==> config.mk <==
export PLATFORM = sky130hd
export DESIGN_NAME = uart_tx
export DESIGN_NICKNAME = d
export VERILOG_FILES = /design/src/rtl/uart_pkg.sv /design/src/rtl/uart_tx_fifo.sv /design/src/rtl/uart_tx.sv
export SDC_FILE = /design/constraint.sdc
export NUM_CORES = 1
export LEC_CHECK = 0
export BUFFER_PORTS_ARGS = -buffer_cell sky130_fd_sc_hd__buf_2
export CAP_MARGIN = 30
export CORE_MARGIN = 5
export CORE_UTILIZATION = 50
export CTS_CLUSTER_SIZE = 16
export DETAILED_ROUTE_END_ITERATION = 8
export GPL_ROUTABILITY_DRIVEN = 1
export GPL_TIMING_DRIVEN = 0
export MAX_ROUTING_LAYER = met4
export PLACE_DENSITY = 0.68
export SLEW_MARGIN = 30
export SYNTH_ARGS = -nofsm -noshare
export SYNTH_HDL_FRONTEND = slang
export SYNTH_SLANG_ARGS = --single-unit
export TNS_END_PERCENT = 50
==> constraint.sdc <==
create_clock -name clk_i -period 2.55 [get_ports clk_i]
set_input_delay 0.51 -clock clk_i [delete_from_list [all_inputs] [get_ports clk_i]]
set_output_delay 0.51 -clock clk_i [all_outputs]
set_load 0.02 [all_outputs]
==> src/rtl/uart_pkg.sv <==
// Shared types and constants for the UART transmit path.
// Imported by the transmitter top and its byte FIFO.
package uart_pkg;

   typedef enum logic [1:0] {
      IDLE,
      START,
      DATA,
      STOP
   } tx_state_t;

   localparam int UART_DATA_BITS          = 8;
   localparam int CLKS_PER_BIT_25M_115200 = 217;

endpackage

==> src/rtl/uart_tx_fifo.sv <==
// Small synchronous byte FIFO feeding the UART transmitter.
// Pointers carry one extra wrap bit so full and empty can be told apart.
module uart_tx_fifo
   import uart_pkg::*;
#(
   parameter int DEPTH = 4,
   parameter int WIDTH = UART_DATA_BITS
) (
   input  logic                             clk,
   input  logic                             rst,
   input  logic                             push,
   input  logic [WIDTH-1:0]                 push_data,
   input  logic                             pop,
   output logic [WIDTH-1:0]                 pop_data,
   output logic [$clog2(DEPTH+1)-1:0]       count,
   output logic                             full,
   output logic                             empty
);

   localparam int AW = $clog2(DEPTH);
   localparam int CW = $clog2(DEPTH+1);

   logic [WIDTH-1:0] mem [DEPTH];
   logic [AW:0]      wr_ptr;
   logic [AW:0]      rd_ptr;
   logic [AW:0]      fill;

   always_ff @(posedge clk or posedge rst) begin
      if (rst) begin
         wr_ptr <= '0;
         rd_ptr <= '0;
      end else begin
         if (push && !full) begin
            wr_ptr <= wr_ptr + 1'b1;
         end
         if (pop && !empty) begin
            rd_ptr <= rd_ptr + 1'b1;
         end
      end
   end

   // Storage needs no reset; only the pointers define what is valid.
   always_ff @(posedge clk) begin
      if (push && !full) begin
         mem[wr_ptr[AW-1:0]] <= push_data;
      end
   end

   assign fill     = wr_ptr - rd_ptr;
   assign count    = CW'(fill);
   assign full     = (fill == (AW+1)'(DEPTH));
   assign empty    = (wr_ptr == rd_ptr);
   assign pop_data = mem[rd_ptr[AW-1:0]];

endmodule

==> src/rtl/uart_tx.sv <==
// 8N1 UART transmitter with a small input FIFO and valid/ready handshake.
// Line, busy and done are registered from the current state, so they trail the FSM by one clock.
module uart_tx
   import uart_pkg::*;
#(
   parameter int CLKS_PER_BIT = CLKS_PER_BIT_25M_115200,
   parameter int FIFO_DEPTH   = 4
) (
   input  logic                               clk_i,
   input  logic                               rst_i,
   input  logic [7:0]                         tx_data_i,
   input  logic                               tx_valid_i,
   output logic                               tx_ready_o,
   output logic                               UART_TX_o,
   output logic                               tx_busy_o,
   output logic                               tx_done_o,
   output logic [$clog2(FIFO_DEPTH+1)-1:0]    fifo_count_o
);

   localparam int                CNT_W    = $clog2(CLKS_PER_BIT);
   localparam logic [CNT_W-1:0]  CNT_LAST = CNT_W'(CLKS_PER_BIT - 1);
   localparam logic [2:0]        BIT_LAST = 3'(UART_DATA_BITS - 1);

   tx_state_t                   state;
   logic [CNT_W-1:0]            clk_cnt;
   logic [2:0]                  bit_idx;
   logic [UART_DATA_BITS-1:0]   shift;
   logic                        bit_end;
   logic                        push;
   logic                        pop;
   logic [UART_DATA_BITS-1:0]   fifo_data;
   logic                        fifo_full;
   logic                        fifo_empty;

   assign bit_end    = (clk_cnt == CNT_LAST);
   assign push       = tx_valid_i && !fifo_full;
   assign pop        = !fifo_empty && ((state == IDLE) || (state == STOP && bit_end));
   assign tx_ready_o = !fifo_full;

   uart_tx_fifo #(
      .DEPTH (FIFO_DEPTH),
      .WIDTH (UART_DATA_BITS)
   ) u_fifo (
      .clk       (clk_i),
      .rst       (rst_i),
      .push      (push),
      .push_data (tx_data_i),
      .pop       (pop),
      .pop_data  (fifo_data),
      .count     (fifo_count_o),
      .full      (fifo_full),
      .empty     (fifo_empty)
   );

   // Frame sequencer; a byte waiting at the end of STOP goes straight to START with no idle gap.
   always_ff @(posedge clk_i or posedge rst_i) begin
      if (rst_i) begin
         state     <= IDLE;
         clk_cnt   <= '0;
         bit_idx   <= '0;
         shift     <= '0;
         UART_TX_o <= 1'b1;
         tx_busy_o <= 1'b0;
         tx_done_o <= 1'b0;
      end else begin
         UART_TX_o <= (state == START) ? 1'b0 : (state == DATA) ? shift[0] : 1'b1;
         tx_busy_o <= (state != IDLE);
         tx_done_o <= (state == STOP) && bit_end;

         case (state)
            IDLE: begin
               clk_cnt <= '0;
               bit_idx <= '0;
               if (!fifo_empty) begin
                  shift <= fifo_data;
                  state <= START;
               end
            end
            START: begin
               if (bit_end) begin
                  clk_cnt <= '0;
                  bit_idx <= '0;
                  state   <= DATA;
               end else begin
                  clk_cnt <= clk_cnt + 1'b1;
               end
            end
            DATA: begin
               if (bit_end) begin
                  clk_cnt <= '0;
                  shift   <= shift >> 1;
                  if (bit_idx == BIT_LAST) begin
                     state <= STOP;
                  end else begin
                     bit_idx <= bit_idx + 1'b1;
                  end
               end else begin
                  clk_cnt <= clk_cnt + 1'b1;
               end
            end
            STOP: begin
               if (bit_end) begin
                  clk_cnt <= '0;
                  bit_idx <= '0;
                  if (!fifo_empty) begin
                     shift <= fifo_data;
                     state <= START;
                  end else begin
                     state <= IDLE;
                  end
               end else begin
                  clk_cnt <= clk_cnt + 1'b1;
               end
            end
            default: begin
               state   <= IDLE;
               clk_cnt <= '0;
               bit_idx <= '0;
            end
         endcase
      end
   end

endmodule

Yosys cells after proc, flatten, opt, wreduce, memory -nomap -nowiden

Memories as Yosys holds them, arrays and structs flattened.
Index checks and enable logic that the tools add are counted.

Memories kept: 1
Flip-flop bits (word level): 30
RAM bits: 32

Memories:

| memory     | depth | bits a word | rd ports | clocked after Yosys merged registers in | write ports | line               | RTL |
|---|---|---|---|---|---|---|---|
| u_fifo.mem | 4     | 8           | 1        | 0                                       | 1           | uart_tx_fifo.sv:23 | `logic [WIDTH-1:0] mem [DEPTH];` |

Muxes and demuxes: 21
Reduce and logical (&&, ||, !) cells: 16
Add/subtract/negate cells: 5
Equality and inequality tests: 14

Operators by type and width:

| operator              | count |
|---|---|
| $mux W8               | 4 |
| $pmux W8 S3           | 1 |
| $pmux W8 S2           | 1 |
| $mux W2               | 5 |
| $ne A2 B2 Y1 const B  | 5 |
| $add A3 B1 Y3 const B | 3 |
| $mux W3               | 3 |
| $pmux W3 S3           | 1 |
| $add A8 B1 Y8 const B | 1 |
| $eq A8 B8 Y1 const B  | 1 |
| $pmux W2 S4           | 1 |
| $eq A3 B3 Y1 const B  | 2 |
| $reduce_and A3 Y1     | 2 |
| $logic_and A1 B1 Y1   | 5 |
| $mux W1               | 5 |
| $reduce_and A5 Y1     | 1 |
| $eq A2 B2 Y1 const B  | 2 |
| $ne A2 B1 Y1 const B  | 2 |
| $eq A3 B3 Y1          | 1 |
| $reduce_bool A3 Y1    | 1 |
| $reduce_or A3 Y1      | 1 |
| $sub A3 B3 Y3         | 1 |
| $eq A2 B1 Y1 const B  | 1 |
| $logic_not A1 Y1      | 2 |
| 4 further kinds       | 4 |

Longest topological paths before layout

Word-level depth: 7
Depth in mapped cells: 8
Gate-level depth less buffers: 7

Cells and area by module

A second synthesis with hierarchy kept.

Cell total of the unflattened synthesis: 203
Area total of the unflattened synthesis: 2924.1 sq um

By module, submodules not included:

| module       | cells each | area an instance (sq um) | sequential area each (sq um) | instances |
|---|---|---|---|---|
| uart_tx_fifo | 91         | 1644.1                   | 1111.1                       | 1 |
| uart_tx      | 112        | 1280.0                   | 601.8                        | 1 |

Least setup slack after synthesis

No wires, ideal clock.

Path type: register to register
From: register u_fifo.wr_ptr[0]
To: register u_fifo.wr_ptr[2]
Arrival time: 2159 ps
Cell stages (with the launch flop): 8
Setup slack: 251 ps
Path through: dfrtp_1 > inv_1 > ha_1 > fa_1 > xor3_1 > nand3_2 > and3_1 > xor2_1

Longest elaborated chain between the ends: 5
Elaborated cells on any way between the ends: 6
Those cells by class: add/sub: 2; eq/ne: 1; reduce/logical: 3

Ends and longest elaborated chain:

| item                      | line               | RTL |
|---|---|---|
| start, declared           | uart_tx_fifo.sv:24 | `logic [AW:0] wr_ptr;` |
| start signal, assigned    | uart_tx_fifo.sv:34 | `wr_ptr <= wr_ptr + 1'b1;` |
| $sub A3 B3 Y3 (*)         | uart_tx_fifo.sv:49 | `assign fill = wr_ptr - rd_ptr;` |
| named net fifo_count_o[2] | uart_tx.sv:17      | `output logic [$clog2(FIFO_DEPTH+1)-1:0] fifo_count_o` |
| $eq A3 B3 Y1 (*)          | uart_tx_fifo.sv:51 | `assign full = (fill == (AW+1)'(DEPTH));` |
| $logic_not A1 Y1 (*)      | --                 |  |
| named net tx_ready_o      | uart_tx.sv:13      | `output logic tx_ready_o,` |
| $logic_and A1 B1 Y1       | uart_tx.sv:36      | `assign push = tx_valid_i && !fifo_full;` |
| $logic_and A1 B1 Y1 (*)   | uart_tx_fifo.sv:33 | `if (push && !full) begin` |

The timed path passes the listed nets; every way through them passes the cells marked *.
A chain may end at the register's enable or synchronous reset.

Worst setup path in the final report

From: register u_fifo.wr_ptr[0]
To: output port fifo_count_o[2]

Longest elaborated chain between the ends: 1

Ends and longest elaborated chain:

| item          | line |
|---|---|
| $sub A3 B3 Y3 | uart_tx_fifo.sv:49 |
| end, declared | uart_tx.sv:17 |

No other way between the ends.

==> impl_metrics.py <==
metrics = {
    "outcome": {
        "outcome": "finished clean",
    },
    "timing": {
        "slew_viol_final": 0,
        "skew_ps": 8.67,
        "finalSetupTns_ps": 0,
        "tightest_slew_ps": 625,
        "setup_violations": 0,
        "min_period_ps": 2440,
        "grt_setup_unrepaired": "no",
        "max_slew_margin": 0.583,
        "finalCritPeriodShare": 0.957,
        "fmax_mhz": 410,
        "hold_viol": 0,
    },
    "logic_synthesis": {
        "synthXorXnorAreaFrac": 0.0413,
        "synth_top_family_by_area": "multiplexers",
        "synth_area_leaders": "edfxtp_1 (33%), dfrtp_1 (25%), mux2_2 (9.3%)",
        "ys_ff_latch": 62,
        "synthAdderAreaFrac": 0.0799,
        "synth_area_mm2": 0.00291,
        "synth_edf_count": 32,
        "yosysTopAreaCell": "edfxtp_1",
        "synth_cell_types": 43,
        "async_flop_share": 0.484,
        "syn_inst": 214,
        "syn_avg_cell_area_um2": 13.6,
        "synth-seq-area-share": 0.588,
        "syn-num-nets": 243,
        "synth_mux_area_frac": 0.104,
        "ys.flop_type": "edfxtp_1",
        "synth-compound-area-share": 0.0705,
        "yosysWarnings": 0,
        "yosys.area_share.simple": 0.0791,
        "synth_top_area_frac": 0.330,
    },
    "cells_and_area": {
        "finalInstanceArea_mm2": 0.00329,
        "final_cells": 323,
        "drive_gt1_frac": 0.303,
        "layout_common_cells": "edfxtp_1 (32), dfrtp_1 (28), mux2_2 (24), inv_1 (20), buf_2 (18)",
        "fin_nets": 275,
        "layout_commonest_cell": "edfxtp_1",
        "diodes": 0,
        "area_delta_synth_final_pct": 12.9,
    },
    "pwr": {
        "p_leak_nw": 1.41,
        "ir_worst_vdd_uv": 1160,
        "p_per_area_mw_per_mm2": 1300,
    },
    "flow_run": {
        "drv_cap": 0,
    },
    "floorplanning": {
        "chipHeight_um": 86.3,
        "die_w_um": 86.3,
        "die_area_mm2": 0.00745,
        "ioPinCount": 18,
        "rows": 27,
        "start_util": 0.522,
        "fp.coreArea_mm2": 0.00557,
    },
    "critical_path": {
        "start_kind": "flip-flop",
        "crit_required_ps": 2040,
        "critPathKind": "flip-flop to output pin",
        "end_kind": "output pin",
        "cp_max_fo": 3,
        "arrival_ps": 1930,
    },
    "global_routing": {
        "antenna_found_initial": 0,
        "grt_usage": 0.149,
        "grt_pass1_vias": 1723,
        "gr-total-overflow": 0,
        "grt_pass1_wl_um": 8140,
        "grt_max_degree": 31,
    },
    "route": {
        "dr.pass1.iters": 4,
        "vias": 1644,
        "ant_nets": 0,
        "first_iter_violations": 60,
        "route.detailed.drc": 0,
        "vias_per_cell": 5.09,
        "wirelength_um": 4780,
        "wire_per_inst_um": 14.8,
    },
    "clocking": {
        "cts_made_buffers": 9,
        "cts.sinks": 62,
        "cts_tree": "yes",
        "cts.path.max_buffers": 2,
        "cts_root_buf": "clkbuf_8",
        "path_clk_slew_ps": 70,
        "postCtsHoldBufs": 0,
        "htreeDepth": 3,
        "clk_latency_ps": 340,
    },
    "placement": {
        "place.gp.congestion": 0.773,
        "io_buffers": 17,
        "place_inst": 303,
        "dp_hpwl_um": 3260,
        "placed_cell_area_mm2": 0.00309,
    },
    "min_path": {
        "hold_path.class": "input pin to async pin",
    },
}
==> stage by stage <==
step,util,power [mW],hold WS [ps],setup WS (ps)
2_1_floorplan,-,3.04,454,251
4_1_cts,0.587,4.24,263,65.5
3_3_place_gp,0.554,3.44,472,180
3_5_place_dp,0.554,3.48,476,168
5_1_grt,0.590,4.60,308,21.8
6_report,0.590,4.27,243,110
==> cells by family (layout without fill, tap and decap cells) <==
family | count (synthesis) | in the layout
multiplexers | 26 | 26
buffers and inverters | 27 | 64
AND/OR/NAND/NOR | 42 | 42
AO/OA/AOI/OAI | 27 | 27
XOR/XNOR | 12 | 12
flip-flops | 62 | 62
adder cells (fa/ha/maj) | 18 | 18
==> worst max-delay path, stage by stage (launching register included) <==
cell and delay (ps):
dfrtp_1 370, inv_1 80, ha_1 200, fa_1 420
xor3_1 220, buf_4 150, buf_2 150
==> synth_stat cells, types with 2 or more instances <==
master	count
clkbuf_1	3
dfrtp_1	29
nor3_1	2
xor2_1	4
or2_2	2
ha_1	17
o22ai_1	7
nand2_1	6
and3_1	5
xnor2_1	7
mux2_2	24
buf_2	2
inv_1	21
edfxtp_1	32
nor2_1	12
nand2b_1	2
nand3_1	5
a21oi_1	9
==> layer usage <==
metal  GRT usage  vias to the layer above  wire length, µm
met5           -                        -                0
met4      0.0765                        0              112
met3      0.0314                       12              129
met2       0.217                       22             2220
met1       0.196                      786             2320
li1            -                      824                -
==> final timing paths <==
check | startpoint | end | slack, ps | cells after the start
max | u_fifo.wr_ptr[0]$_DFFE_PP0P_ | fifo_count_o[2] | 110 | 6
min | rst_i | clk_cnt[7]$_DFF_PP0_ | 240 | 2
max reg2reg | u_fifo.wr_ptr[0]$_DFFE_PP0P_ | u_fifo.mem[3][3]$_DFFE_PP_ | 200 | 7
min reg2reg | shift[0]$_DFFE_PP0P_ | UART_TX_o$_DFF_PP1_ | 480 | 2
max in group asynchronous | rst_i | u_fifo.rd_ptr[0]$_DFFE_PP0P_ | 1860 | 2
min in group clk_i | tx_data_i[5] | u_fifo.mem[3][5]$_DFFE_PP_ | 390 | 1
==> flip-flops by register name (all words and copies together), names as in the netlist, 2 cells and up <==
name,count
u_fifo.wr_ptr,3
u_fifo.rd_ptr,3
clk_cnt,8
u_fifo.mem,32
shift,8
state,2
bit_idx,3
==> power breakdown <==
part           total [mW]  internal (mW)  switching (mW)
sequential           1.56           1.40           0.157
clock               0.727          0.348           0.378
combinational        1.99          0.926            1.06
total                4.27           2.67            1.60
==> final cells by class <==
| type | count | area [µm²] |
|---|---|---|
| timing repair buffer | 21 | 118 |
| clock inverter | 6 | 38.8 |
| buffer | 6 | 28.8 |
| sequential | 62 | 1710 |
| multi-input combinational | 125 | 1090 |
| tap | 72 | 90.1 |
| inverter | 21 | 78.8 |
| fill | 454 | 2290 |
| clock buffer | 10 | 128 |
==> timing repair <==
| item | in CTS | in global routing |
|---|---|---|
| resized for setup | 1 | 1 |
| endpoints found under the setup margin | 1 | 1 |
| buffers inserted | 2 | 2 |
| pin swaps | 0 | 1 |
(Power assumes the default switching activity.)
